## src/rtl/register_file_pkg.sv

```systemverilog
// Shared sizing constants and the per-port lookup result for the rename register file.
package register_file_pkg;
  localparam int REG_NUM        = 32;
  localparam int REGISTER_WIDTH = 5;
  localparam int ROB_WIDTH      = 4;
  localparam int DATA_W         = 32;
  localparam logic [ROB_WIDTH-1:0] NULL_TAG = '0;

  typedef struct packed {
    logic [DATA_W-1:0]    data;
    logic                 busy;
    logic [ROB_WIDTH-1:0] tag;
  } rf_entry_t;
endpackage

```

## src/rtl/register_file_read_port.sv

```systemverilog
// One source-operand lookup: indexes the storage and forwards a same-cycle matching commit.
module regfile_read_port
  import register_file_pkg::*;
(
  input  logic [REGISTER_WIDTH-1:0] rs_i,
  input  logic [DATA_W-1:0]         reg_data_i,
  input  logic                      reg_busy_i,
  input  logic [ROB_WIDTH-1:0]      reg_tag_i,
  input  logic                      commit_vld_i,
  input  logic [REGISTER_WIDTH-1:0] commit_rd_i,
  input  logic [ROB_WIDTH-1:0]      commit_tag_i,
  input  logic [DATA_W-1:0]         commit_data_i,
  output logic [DATA_W-1:0]         data_o,
  output logic                      busy_o,
  output logic [ROB_WIDTH-1:0]      tag_o
);
  logic bypass;

  // Forward only when the committing tag is still the live producer of rs.
  assign bypass = commit_vld_i && (commit_rd_i == rs_i) && reg_busy_i &&
                  (reg_tag_i == commit_tag_i);

  always_comb begin
    data_o = reg_data_i;
    busy_o = reg_busy_i;
    tag_o  = reg_tag_i;
    if (rs_i == '0) begin
      data_o = '0;
      busy_o = 1'b0;
      tag_o  = NULL_TAG;
    end else if (bypass) begin
      data_o = commit_data_i;
      busy_o = 1'b0;
      tag_o  = NULL_TAG;
    end
  end
endmodule

```

## src/rtl/register_file.sv

```systemverilog
// Architectural register file with rename tags: two bypassed read ports, rename, commit and flush.
module register_file
  import register_file_pkg::*;
(
  input  logic                      clk_in,
  input  logic                      rst_in,
  input  logic                      rdy_in,
  input  logic                      dispatcher_en_in,
  input  logic [REGISTER_WIDTH-1:0] dispatcher_rs1_in,
  input  logic [REGISTER_WIDTH-1:0] dispatcher_rs2_in,
  input  logic [REGISTER_WIDTH-1:0] dispatcher_rd_in,
  input  logic [ROB_WIDTH-1:0]      dispatcher_rd_robnum_in,
  output logic [DATA_W-1:0]         rs1_data_out,
  output logic                      rs1_busy_out,
  output logic [ROB_WIDTH-1:0]      rs1_robnum_out,
  output logic [DATA_W-1:0]         rs2_data_out,
  output logic                      rs2_busy_out,
  output logic [ROB_WIDTH-1:0]      rs2_robnum_out,
  input  logic                      rob_commit_en_in,
  input  logic [REGISTER_WIDTH-1:0] rob_commit_rd_in,
  input  logic [ROB_WIDTH-1:0]      rob_commit_robnum_in,
  input  logic [DATA_W-1:0]         rob_commit_data_in,
  input  logic                      rob_clear_in
);
  logic [DATA_W-1:0]    data_q [REG_NUM];
  logic [DATA_W-1:0]    data_d [REG_NUM];
  logic [REG_NUM-1:0]   busy_q, busy_d;
  logic [ROB_WIDTH-1:0] tag_q  [REG_NUM];
  logic [ROB_WIDTH-1:0] tag_d  [REG_NUM];
  logic                 commit_vld;
  logic                 commit_hit;

  assign commit_vld = rob_commit_en_in && rdy_in;
  assign commit_hit = busy_q[rob_commit_rd_in] &&
                      (tag_q[rob_commit_rd_in] == rob_commit_robnum_in);

  always_comb begin
    data_d = data_q;
    busy_d = busy_q;
    tag_d  = tag_q;
    if (rdy_in) begin
      if (rob_commit_en_in && rob_commit_rd_in != '0) begin
        data_d[rob_commit_rd_in] = rob_commit_data_in;
        if (commit_hit) begin
          busy_d[rob_commit_rd_in] = 1'b0;
          tag_d[rob_commit_rd_in]  = NULL_TAG;
        end
      end
      // Flush discards every rename, including one arriving this cycle; rename otherwise beats commit.
      if (rob_clear_in) begin
        busy_d = '0;
        for (int i = 0; i < REG_NUM; i++) tag_d[i] = NULL_TAG;
      end else if (dispatcher_en_in && dispatcher_rd_in != '0) begin
        busy_d[dispatcher_rd_in] = 1'b1;
        tag_d[dispatcher_rd_in]  = dispatcher_rd_robnum_in;
      end
    end
  end

  always_ff @(posedge clk_in) begin
    if (rst_in) begin
      busy_q <= '0;
      for (int i = 0; i < REG_NUM; i++) begin
        data_q[i] <= '0;
        tag_q[i]  <= NULL_TAG;
      end
    end else begin
      busy_q <= busy_d;
      data_q <= data_d;
      tag_q  <= tag_d;
    end
  end

  regfile_read_port u_rs1 (
    .rs_i          (dispatcher_rs1_in),
    .reg_data_i    (data_q[dispatcher_rs1_in]),
    .reg_busy_i    (busy_q[dispatcher_rs1_in]),
    .reg_tag_i     (tag_q[dispatcher_rs1_in]),
    .commit_vld_i  (commit_vld),
    .commit_rd_i   (rob_commit_rd_in),
    .commit_tag_i  (rob_commit_robnum_in),
    .commit_data_i (rob_commit_data_in),
    .data_o        (rs1_data_out),
    .busy_o        (rs1_busy_out),
    .tag_o         (rs1_robnum_out)
  );

  regfile_read_port u_rs2 (
    .rs_i          (dispatcher_rs2_in),
    .reg_data_i    (data_q[dispatcher_rs2_in]),
    .reg_busy_i    (busy_q[dispatcher_rs2_in]),
    .reg_tag_i     (tag_q[dispatcher_rs2_in]),
    .commit_vld_i  (commit_vld),
    .commit_rd_i   (rob_commit_rd_in),
    .commit_tag_i  (rob_commit_robnum_in),
    .commit_data_i (rob_commit_data_in),
    .data_o        (rs2_data_out),
    .busy_o        (rs2_busy_out),
    .tag_o         (rs2_robnum_out)
  );
endmodule
```

## config.mk

```make
export PLATFORM = sky130hd
export DESIGN_NAME = register_file
export DESIGN_NICKNAME = d
export VERILOG_FILES = /design/src/rtl/register_file_pkg.sv /design/src/rtl/register_file_read_port.sv /design/src/rtl/register_file.sv
export SDC_FILE = /design/constraint.sdc
export NUM_CORES = 2
export LEC_CHECK = 0
export BUFFER_PORTS_ARGS = -buffer_cell sky130_fd_sc_hd__clkbuf_2
export CORE_UTILIZATION = 50
export CTS_CLUSTER_SIZE = 16
export DETAILED_ROUTE_END_ITERATION = 16
export HOLD_SLACK_MARGIN = 0.15
export PLACE_DENSITY = 0.7
export RECOVER_POWER = 25
export SYNTH_ARGS = -nofsm -noshare
export SYNTH_HDL_FRONTEND = slang
export SYNTH_HIERARCHICAL = 1
export SYNTH_SLANG_ARGS = --single-unit
```

## constraint.sdc

```tcl
create_clock -name clk_in -period 8.44 [get_ports clk_in]
set_input_delay 0 -clock clk_in [delete_from_list [all_inputs] [get_ports clk_in]]
set_output_delay 0 -clock clk_in [all_outputs]
set_load 0.02 [all_outputs]
```

==> results.sh <==
export IMPL_outcome="complete, but fails checks"
export IMPL_violations="capacitance limit, slew limit"
export IMPL_grt_usage_pct=37.1
export IMPL_setup_violations=0
export IMPL_power_w=0.0125
export IMPL_rsz0062_at_grt="no"
export IMPL_relSlewSlack_pct=-191
export IMPL_crit_family="buffers and inverters"
export IMPL_pwr_share_seq_pct=45.0
export IMPL_grt_pass1_vias=55213
export IMPL_first_iter_violations=9214
export IMPL_hold_start="dispatcher_rd_in[4]"
export IMPL_worst_r2r_startpoint="tag_q[4]"
export IMPL_power_frac_clock_pct=47.6
export IMPL_yosysTopAreaCellShare_pct=37.0
export IMPL_clk_latency_ns=0.75
export IMPL_worstPathArrival_ns=7.39
export IMPL_slowest_delay_ns=2.67
export IMPL_hold_slack_ns=0.246
export IMPL_dieArea_um2=130000
export IMPL_routedWlPerCell_um=29.4
export IMPL_crit_path_end_kind="flop"
export IMPL_swShare_pct=24.8
export IMPL_portBuffers=139
export IMPL_min_period_over_period_pct=79.7
export IMPL_final_area_um2=70200
export IMPL_cts_buffers=118
export IMPL_start_util_pct=50.7
export IMPL_reg2reg_slack_ns=4.26
export IMPL_netlist_area_um2=64100
export IMPL_place_area_um2=65400
export IMPL_synth_cell_types=68
export IMPL_num_io_pins=140
export IMPL_die_height_um=360
export IMPL_synthCells=6843
export IMPL_antenna_found_initial=13
export IMPL_irDropWorstVdd_v=0.000179
export IMPL_synthTopCellsByArea="dfxtp_1, mux4_2, nand2_1, a21oi_1, clkbuf_1"
export IMPL_cts_root_buffer="clkbuf_16"
export IMPL_drt_first_pass_iters=9
export IMPL_finClkSkew_ns=0.0582
export IMPL_hp_class="in2reg"
export IMPL_powerDensity_nw_per_um2=178
export IMPL_crit_required_ns=9.10
export IMPL_p_comb_share_pct=7.4
export IMPL_whs_endpoint="tag_q[49]"
export IMPL_leakage_nw=22.9
export IMPL_cts_sinks=1184
export IMPL_ys_ff_latch=1184
export IMPL_place_detailed_hpwl_mm=141
export IMPL_reg2reg_to="tag_q[15]"
export IMPL_fin_crit_ns=6.73
export IMPL_cts_tree="yes"
export IMPL_cts_path_max_buffers=3
export IMPL_die_w_um=360
export IMPL_fmax_mhz=149
export IMPL_htreeDepth=3
export IMPL_grt_ovfl_total=0
export IMPL_cts_setup_buffers=0
export IMPL_fp_row_count=130
export IMPL_hold_violations=0
export IMPL_worst_pin_slew_ns=4.36
export IMPL_final_setup_tns_ns=0
export IMPL_grt_pass1_wl_mm=360
export IMPL_path_max_fanout=42
export IMPL_drive_gt1_share_pct=20.6
export IMPL_startpoint_type="input port"
export IMPL_antenna_left=0
export IMPL_vias=57535
export IMPL_via_per_inst=6.90
export IMPL_area_delta_synth_final_pct=9.56
export IMPL_synth_area_leader_cell="dfxtp_1"
export IMPL_nNetsFinal=6644
export IMPL_crit_chain="dlygate4sd3_1, clkbuf_1, nor2_1, nand3_2, clkbuf_1, nand2_1, a21oi_1"
export IMPL_crit_buf_inv=3
export IMPL_synth_main_ff_cell="dfxtp_1"
export IMPL_worst_hold_path_num_cells=4
export IMPL_synth_edf_count=0
export IMPL_switchingPower_w=0.00310
export IMPL_final_core_util_pct=55.5
export IMPL_critPathKind="in2reg"
export IMPL_gpl_final_weighted_congestion=1.01
export IMPL_drv_cap=22
export IMPL_drc=0
export IMPL_syn_avg_cell_area_um2=9.36
export IMPL_wirelength_mm=245
export IMPL_slew_violations=802
export IMPL_cp_slowest_cell="clkbuf_1"
export IMPL_clk_pin_slew_ns=0.07
export IMPL_ys_warnings_count=6
export IMPL_grt_start_max_net_pins=230
export IMPL_reg2regPathDepth=9
export IMPL_cp_common_cell="clkbuf_1"
export IMPL_seq_area_frac_synth_pct=37.0
export IMPL_cell_internal_pwr_w=0.00940
export IMPL_syn_nets=6909
export IMPL_synthArstFlopShare_pct=0
export IMPL_fp_coreArea_um2=126000
-- worst reg2reg max path, stage by stage, from the launching register on --
cell	delay [ns]
dfxtp_1	0.44
mux2_2	0.32
and3_1	0.17
o41ai_1	0.60
a31oi_1	0.25
o22ai_4	0.79
buf_4	0.66
nor4_4	0.15
o21ai_1	0.18
dlygate4sd3_1	0.56
-- cells in the final DEF (no fill, tap or decap), types with 23 or more instances in the layout --
cell type	instances
bufinv_16	24
nand2_1	2222
mux4_2	752
mux2i_1	116
a22oi_1	135
clkbuf_1	31
nand3_1	146
nor2b_1	44
nand2_2	26
clkbuf_16	119
dfxtp_1	1184
nor2_1	62
a21oi_1	1004
buf_4	95
nor4_4	29
dlygate4sd3_1	53
mux2_2	78
clkinv_2	23
clkbuf_2	127
o21ai_1	145
-- final cells by class --
cell class / count / area (µm²)
sequential: 1184 / 23700
antenna: 6 / 15.0
tap: 1650 / 2060
timing repair buffer: 305 / 2180
inverter: 5 / 18.8
clock inverter: 62 / 1060
fill: 10733 / 56200
multi-input combinational: 4964 / 37800
clock buffer: 158 / 3340
-- power groups by stage --
stage	combinational (W)	sequential, W	clock [W]
after global routing	0.000948	0.00562	0.00618
after CTS	0.000893	0.00562	0.00595
after detailed placement	0.000873	0.00575	0
after floorplan	0.000618	0.00574	0
final	0.000925	0.00562	0.00595
after global placement	0.000869	0.00575	0
-- how the worst max path moves through the flow --
stage	from	slack (ns)	cells past startpoint	to
after detailed placement	dispatcher_rs1_in[0]	4.16	9	rs1_data_out[26]
after global placement	dispatcher_rs1_in[0]	4.19	9	rs1_data_out[19]
after CTS	tag_q[0]	3.51	8	rs2_data_out[4]
after floorplan	dispatcher_rs1_in[0]	4.88	11	rs1_data_out[0]
after global routing	rob_commit_rd_in[0]	1.71	12	tag_q[15]
final	rob_commit_rd_in[0]	1.71	7	data_q[875]
-- layer usage --
layer	up-vias	share of wire (%)	global-route usage [%]
li1	23890	-	-
met4	11	7.1	22.6
met2	4677	43	54.9
met3	1179	15	12.0
met1	27778	34	47.1
met5	-	0.078	0
-- registers in the layout, indices dropped and copies added, names as in the netlist --
signal / cells
tag_q: 128
busy_q: 32
data_q: 1024
-- synth_stat cells, types with 17 or more instances --
| cell | count |
|---|---|
| mux4_2 | 752 |
| nand3_1 | 150 |
| buf_2 | 20 |
| and3_1 | 23 |
| buf_6 | 17 |
| dfxtp_1 | 1184 |
| nor2_1 | 81 |
| nor4_4 | 29 |
| o21ai_1 | 145 |
| nor3_1 | 19 |
| mux2i_1 | 116 |
| nand2_1 | 2250 |
| mux2_2 | 78 |
| a22oi_1 | 135 |
| buf_1 | 57 |
| nor2b_1 | 44 |
| clkbuf_1 | 586 |
| a21oi_1 | 1004 |
-- metrics by stage --
step                      worst slack [ns]  instances
after global routing                  1.71       8330
after CTS                             3.51       8328
final                                 1.71       8334
after global placement                4.19       8055
after floorplan                       4.88       6843
after detailed placement              4.16       8055
-- timing repair --
item | CTS | global route
gates resized for setup | 0 | 0
hold endpoints to repair | 1133 | 0
hold buffers | 53 | 0
-- cells by family after synthesis --
logic type,Yosys count,share of synthesized area [%]
muxes,948,29.7
AOI/OAI and AO/OA,1334,11.2
DFF,1184,37.0
buffers and inverters,695,4.44
and+or+nand+nor,2664,17.5
xor gates and xnor gates,18,0.246
No activity file was read; power rests on OpenSTA's default activity.
